File: src/rtl/bira_pkg.sv
// Shared BIRA types and defaults: address/bank widths, the fault entry layout
// and the non-pivot store state encoding.
package bira_pkg;

  localparam int unsigned DEF_ADDR_W = 10;
  localparam int unsigned DEF_BNK_W  = 2;

  // Bank code 0 marks "no entry / invalid"
  localparam logic [1:0] BNK_NONE = 2'b00;

  typedef struct packed {
    logic [DEF_ADDR_W-1:0] row;
    logic [DEF_ADDR_W-1:0] col;
    logic [DEF_BNK_W-1:0]  bnk;
  } npf_entry_t;

  typedef enum logic {
    COLLECT = 1'b0,
    SCAN    = 1'b1
  } npf_state_e;

endpackage

File: src/rtl/npf_entry_match.sv
// Combinational equality compare of an incoming fault report against one
// stored entry; only entries inside the valid range can match.
module npf_entry_match #(
  parameter int unsigned ADDR_W = bira_pkg::DEF_ADDR_W,
  parameter int unsigned BNK_W  = bira_pkg::DEF_BNK_W
) (
  input  logic [ADDR_W-1:0] row,
  input  logic [ADDR_W-1:0] col,
  input  logic [BNK_W-1:0]  bnk,
  input  logic [ADDR_W-1:0] ent_row,
  input  logic [ADDR_W-1:0] ent_col,
  input  logic [BNK_W-1:0]  ent_bnk,
  input  logic              ent_valid,
  output logic              match_c
);

  assign match_c = ent_valid && (row == ent_row) && (col == ent_col) && (bnk == ent_bnk);

endmodule

File: src/rtl/npf_store.sv
// Non-pivot fault store: captures BIST fault reports, optionally drops
// duplicates (BIRA_NPF_DEDUP_EN), and streams entries to the comparators.
module npf_store
  import bira_pkg::*;
#(
  parameter int unsigned NPF_DEPTH = 8,
  parameter int unsigned ADDR_W    = DEF_ADDR_W,
  parameter int unsigned BNK_W     = DEF_BNK_W,
  localparam int unsigned CNT_W    = $clog2(NPF_DEPTH + 1)
) (
  input  logic              clk,
  input  logic              rst,
  input  logic              flt_valid,
  input  logic [ADDR_W-1:0] flt_row,
  input  logic [ADDR_W-1:0] flt_col,
  input  logic [BNK_W-1:0]  flt_bnk,
  output logic              flt_ready,
  input  logic              clr,
  input  logic              scan_start,
  input  logic              scan_col,
  output logic [ADDR_W-1:0] NPry_addr,
  output logic [BNK_W-1:0]  NPry_bnk,
  output logic              np_valid,
  output logic              np_last,
  output logic              scan_done,
  output logic [CNT_W-1:0]  npf_count,
  output logic              overflow
);

  localparam int unsigned IDX_W = $clog2(NPF_DEPTH);

  typedef struct packed {
    logic [ADDR_W-1:0] row;
    logic [ADDR_W-1:0] col;
    logic [BNK_W-1:0]  bnk;
  } entry_t;

  entry_t           ent [NPF_DEPTH];
  npf_state_e       state;
  logic [IDX_W-1:0] idx;
  logic [IDX_W-1:0] last_idx;
  logic             col_sel;
  logic             dup_c;
  logic             take_c;
  logic             full_c;

  function automatic logic [ADDR_W-1:0] pick(input entry_t e, input logic sel);
    return sel ? e.col : e.row;
  endfunction

`ifdef BIRA_NPF_DEDUP_EN
  logic [NPF_DEPTH-1:0] hit_c;

  for (genvar g = 0; g < NPF_DEPTH; g++) begin : g_match
    npf_entry_match #(
      .ADDR_W(ADDR_W),
      .BNK_W (BNK_W)
    ) u_match (
      .row      (flt_row),
      .col      (flt_col),
      .bnk      (flt_bnk),
      .ent_row  (ent[g].row),
      .ent_col  (ent[g].col),
      .ent_bnk  (ent[g].bnk),
      .ent_valid(CNT_W'(g) < npf_count),
      .match_c  (hit_c[g])
    );
  end

  assign dup_c = |hit_c;
`else
  assign dup_c = 1'b0;
`endif

  assign take_c = flt_valid && (flt_bnk != BNK_W'(BNK_NONE)) && !dup_c;
  assign full_c = (npf_count == CNT_W'(NPF_DEPTH));

  // Entry array is intentionally not reset; npf_count bounds the valid range.
  always_ff @(posedge clk) begin
    if (rst) begin
      state     <= COLLECT;
      npf_count <= '0;
      overflow  <= 1'b0;
      flt_ready <= 1'b1;
      NPry_addr <= '0;
      NPry_bnk  <= '0;
      np_valid  <= 1'b0;
      np_last   <= 1'b0;
      scan_done <= 1'b0;
      idx       <= '0;
      last_idx  <= '0;
      col_sel   <= 1'b0;
    end else begin
      np_valid  <= 1'b0;
      np_last   <= 1'b0;
      NPry_addr <= '0;
      NPry_bnk  <= '0;
      scan_done <= 1'b0;
      case (state)
        COLLECT: begin
          if (clr) begin
            npf_count <= '0;
            overflow  <= 1'b0;
          end else begin
            if (take_c) begin
              if (full_c) begin
                overflow <= 1'b1;
              end else begin
                ent[IDX_W'(npf_count)] <= '{row: flt_row, col: flt_col, bnk: flt_bnk};
                npf_count              <= npf_count + 1'b1;
              end
            end
            // Entry 0 is launched on the start edge so it appears one cycle later
            if (scan_start) begin
              if (npf_count == '0) begin
                scan_done <= 1'b1;
              end else begin
                state     <= SCAN;
                flt_ready <= 1'b0;
                col_sel   <= scan_col;
                np_valid  <= 1'b1;
                NPry_addr <= pick(ent[0], scan_col);
                NPry_bnk  <= ent[0].bnk;
                np_last   <= (npf_count == CNT_W'(1));
                idx       <= IDX_W'(1);
                last_idx  <= IDX_W'(npf_count - 1'b1);
              end
            end
          end
        end
        SCAN: begin
          if (np_last) begin
            state     <= COLLECT;
            flt_ready <= 1'b1;
            scan_done <= 1'b1;
            idx       <= '0;
          end else begin
            np_valid  <= 1'b1;
            NPry_addr <= pick(ent[idx], col_sel);
            NPry_bnk  <= ent[idx].bnk;
            np_last   <= (idx == last_idx);
            idx       <= idx + 1'b1;
          end
        end
        default: state <= COLLECT;
      endcase
    end
  end

endmodule
File: config.mk
export PLATFORM = sky130hd
export DESIGN_NAME = npf_store
export DESIGN_NICKNAME = d
export VERILOG_FILES = /design/src/rtl/bira_pkg.sv /design/src/rtl/npf_entry_match.sv /design/src/rtl/npf_store.sv
export SDC_FILE = /design/constraint.sdc
export NUM_CORES = 1
export LEC_CHECK = 0
export ABC_AREA = 0
export BUFFER_PORTS_ARGS = -buffer_cell sky130_fd_sc_hd__buf_4
export CAP_MARGIN = 25
export CELL_PAD_IN_SITES_DETAIL_PLACEMENT = 1
export CELL_PAD_IN_SITES_GLOBAL_PLACEMENT = 2
export CORE_ASPECT_RATIO = 0.6
export CORE_MARGIN = 4
export CORE_UTILIZATION = 43
export DETAILED_ROUTE_END_ITERATION = 10
export MAX_ROUTING_LAYER = met4
export PLACE_DENSITY = 0.84
export SYNTH_ARGS = -nofsm -noshare
export SYNTH_HDL_FRONTEND = slang
export SYNTH_SLANG_ARGS = --single-unit
File: constraint.sdc
create_clock -name clk -period 4.76 [get_ports clk]
set_clock_uncertainty 0.15 [all_clocks]
set_input_delay 0.476 -clock clk [delete_from_list [all_inputs] [get_ports clk]]
set_output_delay 0.476 -clock clk [all_outputs]
set_load 0.1 [all_outputs]
==> run_results.csv <==
group,metric,value,unit
outcome,status,"finished, final reports clean",
floorplan,row_count,38,
global_routing,overflow,0,
drt,wl_met1,8.73,mm
timing,timing.final.ws_setup,1.16,ns
synthesis,synth_cell_types,39,
drt,drtAntennaViolNets,0,
clock_network,post_cts_buffers,0,
timing,hold_viol_final,0,
floorplan,core-area,0.0183,mm²
setup_path,cp-start-kind,"register",
drt,highest_layer,"met4",
drt,route.vias.total,4336,
global_routing,grt_max_degree,43,
cells_and_area,fin_nets,551,
timing,timing.final.crit_share,0.755,
cells_and_area,num_antenna_cells,0,
clock_network,cts_tree,"yes",
cells_and_area,final_core_util,0.516,
pwr,total_power,3.74,mW
synthesis,avgSynthCellArea,17.5,µm²
timing,max-slew-margin-rel,0.282,
synthesis,synth_warnings,0,
floorplan,boundaryPins,49,
global_routing,grt.total_usage,0.188,
setup_path,cp_slowest_cell,"nor2_2",
synthesis,syn-num-nets,493,
hold_path,hold_class,"primary input to register",
synthesis,syn_area,0.00808,mm²
drt,drt-total-wl,18.9,mm
synthesis,ys_seq_area_frac,0.731,
timing,max_slew.worst_pin.slew,1.08,ns
clock_network,h-tree-depth,1,
place,gp_congestion,0.812,
drt,routedWlPerCell,24.5,µm
clock_network,holdBufCountCts,0,
pwr,p_leak,3.01,nW
synthesis,synthCells,461,
clock_network,clock_sinks,207,
setup_path,required,4.79,ns
floorplan,dieWidth,185,µm
pwr,vdd_ir_drop_max,0.239,mV
drt,wl_met3,1.29,mm
setup_path,crit_chain,"inv_1, ha_1, and3b_1, or3_4, or4_4, nor2_2, buf_4",
drt,route.met2.wl,8.61,mm
drt,drt_iter0_drc,350,
timing,finalSetupTns,0,ns
setup_path,max_stage_delay,0.65,ns
timing,maxSlewViolCount,0,
timing,rsz0062_at_grt,"no",
cells_and_area,drive_above_1_share,0.240,
timing,timing.final.crit_period,3.60,ns
place,io_buffers,48,
global_routing,grt_pass1_wl,28.7,mm
clock_network,clkSlewWorstSetupHoldPaths,0.06,ns
floorplan,die_height,114,µm
setup_path,critical_path_buf_inv_count,2,
timing,finalSetupViolations,0,
cells_and_area,synthToLayoutAreaGrowth,16.6,%
clock_network,clock_tree.root_cell,"clkbuf_16",
job,cap_violations,0,
clock_network,cts_inserted_buffers,20,
clock_network,clockBufferDepth,3,
drt,route.detailed.drc,0,
clock_network,clk_latency,0.49,ns
floorplan,die-area,0.0211,mm²
floorplan,start_util,0.443,
synthesis,ys_ff_latch,207,
global_routing,grt_pass1_vias,4590,
setup_path,arrival,3.62,ns
pwr,power_density,397,mW/mm²
drt,dr.pass1.iters,4,
setup_path,cp_max_fo,12,
place,hpwl,12.1,mm
clock_network,post_cts.resized_instances,0,
place,pre_cts_slack,1.21,ns
setup_path,critPathCaptureType,"register",
setup_path,critPathKind,"register to register",
cells_and_area,fillerInstances,1722,
timing,clock.fmax,0.278,GHz
global_routing,antenna_found_initial,0,
drt,viasPerCell,5.61,
setup_path,path_delay_family,"simple AND/OR/NAND/NOR gates",
[stage by stage]
stage	cells	hold WS (ns)	area, µm²
floorplan	461	0.317	8080
global placement	734	0.321	8730
detailed placement	736	0.330	8740
CTS	772	0.0638	9420
global route	773	0.0663	9420
finish	773	0.0743	9420
[Yosys cell counts, drive strengths merged]
master	instances	area share
a22oi	23	0.021
nand3b	2	0.0019
a32oi	1	0.0011
buf	11	0.0082
or3	2	0.0022
mux2i	65	0.081
or4	2	0.0028
o2111ai	1	0.0011
nor3	2	0.0025
dfxtp	31	0.077
a211oi	4	0.0037
and3b	1	0.0011
a31oi	1	0.00077
nor4	1	0.00077
o21ai	3	0.0019
or3b	1	0.0011
ha	4	0.0062
nand2	8	0.0037
nand2b	8	0.0062
edfxtp	176	0.65
inv	6	0.0028
clkbuf	14	0.0065
a21oi	11	0.0068
nand4	1	0.00077
o221ai	11	0.012
and2	3	0.0023
nor3b	2	0.0025
a221o	1	0.0012
nor2b	5	0.0039
mux4	21	0.059
nor4b	1	0.0011
nor2	17	0.0079
xnor2	6	0.0065
nand3	15	0.0093
[cells by family (layout without fill, tap and decap cells)]
| kind of cell | count (synthesis) | count (layout) | share of synthesized area |
|---|---|---|---|
| xor gates and xnor gates | 6 | 6 | 0.00650 |
| adders and majority gates | 4 | 4 | 0.00620 |
| AOI/OAI and AO/OA | 56 | 56 | 0.0499 |
| and+or+nand+nor | 71 | 71 | 0.0499 |
| muxes | 86 | 86 | 0.139 |
| buffers and inverters | 31 | 103 | 0.0175 |
| DFF | 207 | 207 | 0.731 |
[sequential cells by signal (all words and copies together) (netlist names), named ones only]
signal and flops:
ent 176, idx 3, scan_done 1, state 1, NPry_addr 10, col_sel 1
overflow 1, np_last 1, NPry_bnk 2, npf_count 4, flt_ready 1, last_idx 3
[worst paths after layout]
kind	cells past startpoint	slack, ns	from	to
max reg2reg	7	1.16	npf_count[1]$_SDFFE_PP0P_	ent[5][13]$_DFFE_PP_
min reg2reg	2	0.34	overflow$_SDFFE_PP0P_	overflow$_SDFFE_PP0P_
max	7	1.16	npf_count[1]$_SDFFE_PP0P_	ent[5][13]$_DFFE_PP_
min	1	0.07	flt_row[5]	ent[2][17]$_DFFE_PP_
[routing by layer]
| layer | track usage | vias to the layer above |
|---|---|---|
| li1 | - | 1947 |
| met1 | 0.277 | 2240 |
| met2 | 0.282 | 124 |
| met3 | 0.0321 | 25 |
| met4 | 0.0352 | 0 |
| met5 | - | - |
[cell usage in the layout (no fill, tap or decap), types with 2 or more instances in the layout]
cell       instances
edfxtp_1         176
mux2i_1           65
buf_4             61
dfxtp_1           30
a22oi_1           23
mux4_2            21
clkbuf_16         21
nand3_1           15
nor2_1            11
a21oi_1           11
o221ai_1          11
nand2b_1           8
nand2_1            8
inv_1              6
nor2_2             6
xnor2_1            6
nor2b_1            5
clkinv_2           5
a211oi_1           4
ha_1               4
o21ai_0            3
clkbuf_8           3
or4_4              2
nor3_4             2
nand3b_1           2
and2_1             2
clkinv_1           2
bufinv_16          2
clkbuf_1           2
[power by group]
part	internal, mW	total, mW	switching, mW
Clock	0.959	1.61	0.646
Sequential	1.97	1.99	0.0161
Combinational	0.0572	0.144	0.0867
Total	2.99	3.74	0.749
[final cells by class]
type	instances	area, µm²	area share
sequential	207	5910	0.627
multi-input combinational	223	2060	0.219
tap	240	300	0.0319
clock buffer	26	574	0.0609
inverter	6	22.5	0.00239
clock inverter	10	100	0.0106
timing repair buffer	61	458	0.0486
No activity file was read; power rests on OpenSTA's default activity.
